--- src/rtl/scan_config_loader.sv ---
// Host-side driver for a configuration scan chain: serialises host words LSB-first
// onto the chain and returns the bits shifted out of the tail as readback words.
//
// state   | meaning
// S_IDLE  | waiting for start
// S_LOAD  | waiting for the next host word
// S_SHIFT | shifting the buffered word onto the chain
// S_DRAIN | last bit issued; waiting for the final readback word to be accepted
// S_DONE  | one-cycle completion pulse
module scan_config_loader #(
  parameter int WORD_WIDTH   = 8,
  parameter int CHAIN_LENGTH = 32,
  parameter int CNT_WIDTH    = 16
) (
  input  logic                  scan_clk,
  input  logic                  rst_n,
  input  logic                  start,
  input  logic [WORD_WIDTH-1:0] word_data,
  input  logic                  word_valid,
  output logic                  word_ready,
  output logic                  chain_out,
  output logic                  chain_en,
  input  logic                  chain_in,
  output logic [WORD_WIDTH-1:0] rb_data,
  output logic                  rb_valid,
  input  logic                  rb_ready,
  output logic                  busy,
  output logic                  done
);

  localparam int NWORDS    = (CHAIN_LENGTH + WORD_WIDTH - 1) / WORD_WIDTH;
  localparam int LAST_BITS = CHAIN_LENGTH - (NWORDS - 1) * WORD_WIDTH;
  localparam int WBW       = $clog2(WORD_WIDTH + 1);
  localparam int WCW       = $clog2(NWORDS + 1);

  localparam logic [CNT_WIDTH-1:0] LAST_BIT_IDX   = CNT_WIDTH'(CHAIN_LENGTH - 1);
  localparam logic [WCW-1:0]       LAST_WORD_IDX  = WCW'(NWORDS - 1);
  localparam logic [WBW-1:0]       FULL_WORD_BITS = WBW'(WORD_WIDTH);
  localparam logic [WBW-1:0]       TAIL_WORD_BITS = WBW'(LAST_BITS);
  localparam logic [WBW-1:0]       RB_LAST_POS    = WBW'(WORD_WIDTH - 1);
  localparam logic [WBW-1:0]       ONE_BIT        = WBW'(1);

  typedef enum logic [2:0] {S_IDLE, S_LOAD, S_SHIFT, S_DRAIN, S_DONE} state_t;

  state_t state, state_nxt;

  logic [WORD_WIDTH-1:0] shift_buf;
  logic [WBW-1:0]        word_bits;
  logic [CNT_WIDTH-1:0]  bit_cnt;
  logic [WCW-1:0]        word_cnt;
  logic [WORD_WIDTH-1:0] rb_acc;
  logic [WORD_WIDTH-1:0] rb_acc_nxt;
  logic [WBW-1:0]        rb_cnt;
  logic [CNT_WIDTH-1:0]  rb_total;

  logic stall, shift_go, word_take, load_start, rb_take, rb_last;

  assign stall      = rb_valid & ~rb_ready;
  assign shift_go   = (state == S_SHIFT) & ~stall;
  assign word_take  = (state == S_LOAD) & word_valid;
  assign load_start = (state == S_IDLE) & start;
  assign rb_take    = rb_valid & rb_ready;
  assign rb_last    = (rb_cnt == RB_LAST_POS) | (rb_total == LAST_BIT_IDX);
  assign rb_acc_nxt = rb_acc | (WORD_WIDTH'(chain_in) << rb_cnt);

  always_ff @(posedge scan_clk or negedge rst_n) begin
    if (!rst_n) state <= S_IDLE;
    else        state <= state_nxt;
  end

  always_comb begin
    state_nxt = state;
    case (state)
      S_IDLE:  if (start) state_nxt = S_LOAD;
      S_LOAD:  if (word_valid) state_nxt = S_SHIFT;
      S_SHIFT: if (shift_go && word_bits == ONE_BIT)
                 state_nxt = (bit_cnt == LAST_BIT_IDX) ? S_DRAIN : S_LOAD;
      // the final bit is still in flight while chain_en is high
      S_DRAIN: if (!chain_en && !rb_valid) state_nxt = S_DONE;
      S_DONE:  state_nxt = S_IDLE;
      default: state_nxt = S_IDLE;
    endcase
  end

  always_comb begin
    word_ready = 1'b0;
    busy       = 1'b1;
    done       = 1'b0;
    case (state)
      S_IDLE:  busy       = 1'b0;
      S_LOAD:  word_ready = 1'b1;
      S_DONE:  done       = 1'b1;
      default: ;
    endcase
  end

  always_ff @(posedge scan_clk or negedge rst_n) begin
    if (!rst_n) begin
      chain_en  <= 1'b0;
      chain_out <= 1'b0;
      shift_buf <= '0;
      word_bits <= '0;
      bit_cnt   <= '0;
      word_cnt  <= '0;
    end else begin
      chain_en  <= shift_go;
      chain_out <= shift_go & shift_buf[0];
      if (load_start) begin
        bit_cnt  <= '0;
        word_cnt <= '0;
      end
      if (word_take) begin
        shift_buf <= word_data;
        word_bits <= (word_cnt == LAST_WORD_IDX) ? TAIL_WORD_BITS : FULL_WORD_BITS;
        word_cnt  <= word_cnt + 1'b1;
      end
      if (shift_go) begin
        shift_buf <= shift_buf >> 1;
        word_bits <= word_bits - 1'b1;
        bit_cnt   <= bit_cnt + 1'b1;
      end
    end
  end

  // chain_in is valid on every edge where the chain itself shifts
  always_ff @(posedge scan_clk or negedge rst_n) begin
    if (!rst_n) begin
      rb_acc   <= '0;
      rb_cnt   <= '0;
      rb_total <= '0;
      rb_data  <= '0;
      rb_valid <= 1'b0;
    end else begin
      if (load_start) begin
        rb_acc   <= '0;
        rb_cnt   <= '0;
        rb_total <= '0;
      end else if (chain_en) begin
        rb_total <= rb_total + 1'b1;
        if (rb_last) begin
          rb_data <= rb_acc_nxt;
          rb_acc  <= '0;
          rb_cnt  <= '0;
        end else begin
          rb_acc <= rb_acc_nxt;
          rb_cnt <= rb_cnt + 1'b1;
        end
      end
      if (chain_en && rb_last) rb_valid <= 1'b1;
      else if (rb_take)        rb_valid <= 1'b0;
    end
  end

endmodule

--- config.mk ---
export PLATFORM = sky130hd
export DESIGN_NAME = scan_config_loader
export DESIGN_NICKNAME = d
export VERILOG_FILES = /design/src/rtl/scan_config_loader.sv
export SDC_FILE = /design/constraint.sdc
export NUM_CORES = 1
export LEC_CHECK = 0
export ABC_AREA = 0
export BUFFER_PORTS_ARGS = -buffer_cell sky130_fd_sc_hd__clkbuf_2
export CAP_MARGIN = 10
export CORE_UTILIZATION = 59
export CTS_CLUSTER_SIZE = 24
export DETAILED_ROUTE_END_ITERATION = 8
export PLACE_DENSITY = 0.85
export SLEW_MARGIN = 20
export SYNTH_ARGS = -nofsm -noshare
export SYNTH_HDL_FRONTEND = slang
export SYNTH_SLANG_ARGS = --single-unit
export TNS_END_PERCENT = 20
--- constraint.sdc ---
create_clock -name scan_clk -period 2.2 [get_ports scan_clk]
set_clock_uncertainty 0.1 [all_clocks]
set_input_delay 0.44 -clock scan_clk [delete_from_list [all_inputs] [get_ports scan_clk]]
set_output_delay 0.44 -clock scan_clk [all_outputs]
set_load 0.005 [all_outputs]
==> reports/summary.txt <==
status: complete, no violations
CP bufs+invs: 0
Max-Cap Viols: 0
CTS sink cnt: 70
Mapped Cells: 349
total core area: 0.00561 sq mm
crit end category: register
layout net count: 405
P_leak: 1.84 nW
final setup fails: 0
hold violation total from the final report: 0
Site Rows: 27
CTS clk-pin slew, worst paths: 0.08 ns
DRT iter0 DRCs: 164
post-synth top area cell: dfrtp_1
root buf cell: clkbuf_8
first-pass GRT wire length: 11900 um
Final ANT Viol Nets: 0
synth cell count leaders: dfrtp_1, nand2_1, mux2i_1, nor2_1, a21oi_1
crit-path cells: nor4_1 > nand4_1 > a21oi_2 > mux2i_1
Vias/cell: 5.94
H-tree levels: 3
met3 wire length: 196 um
Worst EP required: 2.38 ns
Worst-Skew Late Latency: 0.35 ns
DIE AREA: 0.00621 sq mm
Post-Syn Area: 0.00348 sq mm
drt pass-1 iters: 4
share of Yosys cell area claimed by the top area cell type: 50.3%
asr flop ratio synth: 100%
Startpoint Class: register
Final Max Slew Viols: 0
worst-margin pin slew: 0.655 ns
largest net degree at the start of global routing: 26
GRT Resource Usage Total: 24.9%
hpwl dp: 4840 um
Avg Cell Area, Syn: 9.98 sq um
Post-CTS Setup Inserts: 0
routed len/inst: 14.9 um
Yosys cell types: 58
proportion of layout cells with a drive suffix above 1: 17.6%
Ports: 28
metal2 WL: 3350 um
clock buffers created by TritonCTS: 9
fin crit share: 92.0%
RSZ-0062 raised after global routing: false
EDFF count, synth: 0
Port Buffer Count: 27
synth warn: 0
Area Growth Syn to Fin: 14.5%
DRC viols: 0
clk buf depth: 2
Final Wtd Congestion: 0.837
net count after synthesis: 368
initial antenna violation count: 0
Die H: 78.8 um
PwrDens: 999 mW/mm^2
Synth area leaders: dfrtp_1, mux2i_1, nand2_1, a21oi_1, nand3_1
DRT met1 WL: 3240 um
Slowest-stage cell, CP: a21oi_2
CP max stage delay: 0.59 ns
starting density of the core: 62.1%
DR vias: 2748
wirelength, routed: 6920 um
Worst VDD drop: 0.814 mV
critical path class: register to register
vias in the first global route: 2585
Top Layer Used: met4
overall power: 3.98 mW
Max-slew headroom: 56.3%
f_max: 0.494 GHz
FF+latch count, synth: 70
post-synthesis sequential area ratio: 50.3%
minimum clock period: 2.02 ns
chip width: 78.8 um
Synth Flop Type: dfrtp_1
grt total ovfl: 0
type of the worst min-delay path: input port to register
CP delay by family, top: compound AO/OA/AOI/OAI gates
count leader, synth: dfrtp_1
worst-path maximum fanout: 8
CTS tree: built
setup TNS: 0 ns
Worst EP arrival: 2.20 ns
# diodes: 0
path summary, 6_finish.rpt:
| kind | start | depth (start not counted) | slack [ns] | endpoint |
|---|---|---|---|---|
| worst max-delay path | rb_total[12] | 4 | 0.18 | rb_data[5] |
| worst min-delay path | word_data[4] | 3 | 0.20 | shift_buf[4] |
| worst max register to register | rb_total[12] | 4 | 0.18 | rb_data[5] |
| worst min register to register | word_bits[3] | 1 | 0.37 | word_bits[3] |
| max in group asynchronous | rst_n | 3 | 0.77 | rb_cnt[1] |
| min in group asynchronous | rst_n | 2 | 0.51 | shift_buf[1] |
state kept, by name (all words and copies together), names as in the netlist:
| signal | count |
|---|---|
| rb_acc | 8 |
| shift_buf | 8 |
| state | 3 |
| rb_valid | 1 |
| chain_out | 1 |
| chain_en | 1 |
| bit_cnt | 16 |
| rb_cnt | 4 |
| word_bits | 4 |
| rb_total | 16 |
| rb_data | 8 |
tightest hold or removal path, stage by stage:
cell      delay [ns]
clkbuf_2        0.07
a22oi_1         0.05
nand2_1         0.05
repair_timing:
item,in CTS,in global routing
hold buffers,1,0
endpoints found under the setup margin,0,6
endpoints found under the hold margin,22,0
gates resized for setup,0,3
area by class of cell:
type                            instances  area, sq um
Tap cell                               72         90.1
Inverter                               17         65.1
Clock inverter                          5         81.3
Sequential cell                        70         1750
Timing Repair Buffer                   44          278
Clock buffer                           11          151
Fill cell                             422         1620
Multi-Input combinational cell        244         1570
through the flow:
step / instances / setup slack, ns / utilization, % / hold slack, ns / cell area (sq um)
finish: 463 / 0.175 / 71.1 / 0.204 / 3990
detailed placement: 446 / 0.108 / 66.7 / 0.359 / 3740
global route: 463 / 0.0524 / 71.1 / 0.212 / 3990
global placement: 446 / 0.205 / 66.7 / 0.356 / 3740
CTS: 463 / 0.0918 / 71.0 / 0.199 / 3980
floorplan: 349 / 0.256 / - / 0.0444 / 3480
report_power, final:
part           internal (mW)  total (mW)  switching (mW)
logic                  0.428        1.05           0.622
registers               1.49        1.73           0.237
clock network          0.700        1.20           0.504
total                   2.62        3.98            1.36
cell usage in the layout, fill, tap and decap left out, types with 2 or more instances in the layout:
cell / instances
dfrtp_1: 69
nand2_1: 44
clkbuf_2: 26
nor2_1: 19
mux2i_1: 19
a21oi_1: 18
inv_1: 16
nand3_1: 15
buf_4: 15
o21ai_0: 14
clkbuf_8: 11
nor3_1: 10
nor4_1: 8
nand4_1: 7
xor2_1: 7
a22oi_1: 7
or3_1: 6
a31oi_1: 6
ha_1: 5
nor2b_1: 4
o211ai_1: 4
and2_1: 3
o31ai_1: 3
nor3b_1: 3
or4_1: 3
and4_1: 3
clkinv_2: 2
xnor2_1: 2
a22o_1: 2
nand3b_1: 2
nand2b_1: 2
a41oi_1: 2
o2111ai_1: 2
bufinv_16: 2
layer usage:
layer / up-vias / GRT usage [%]
met5: - / 0
li1: 1333 / -
met2: 48 / 40.7
met4: 0 / 8.91
met1: 1356 / 32.8
met3: 11 / 5.40
cells by family (layout without fill, tap and decap cells):
group	after synthesis	in the layout	share of synthesized area, %
compound gates	71	71	13.8
xor+xnor	9	9	2.26
fa+ha+maj	5	5	1.80
buf+inv	35	77	4.74
flops	70	70	50.3
mux	19	19	5.46
simple gates	140	140	21.7
Note: power is estimated with default switching activity, not from simulation.
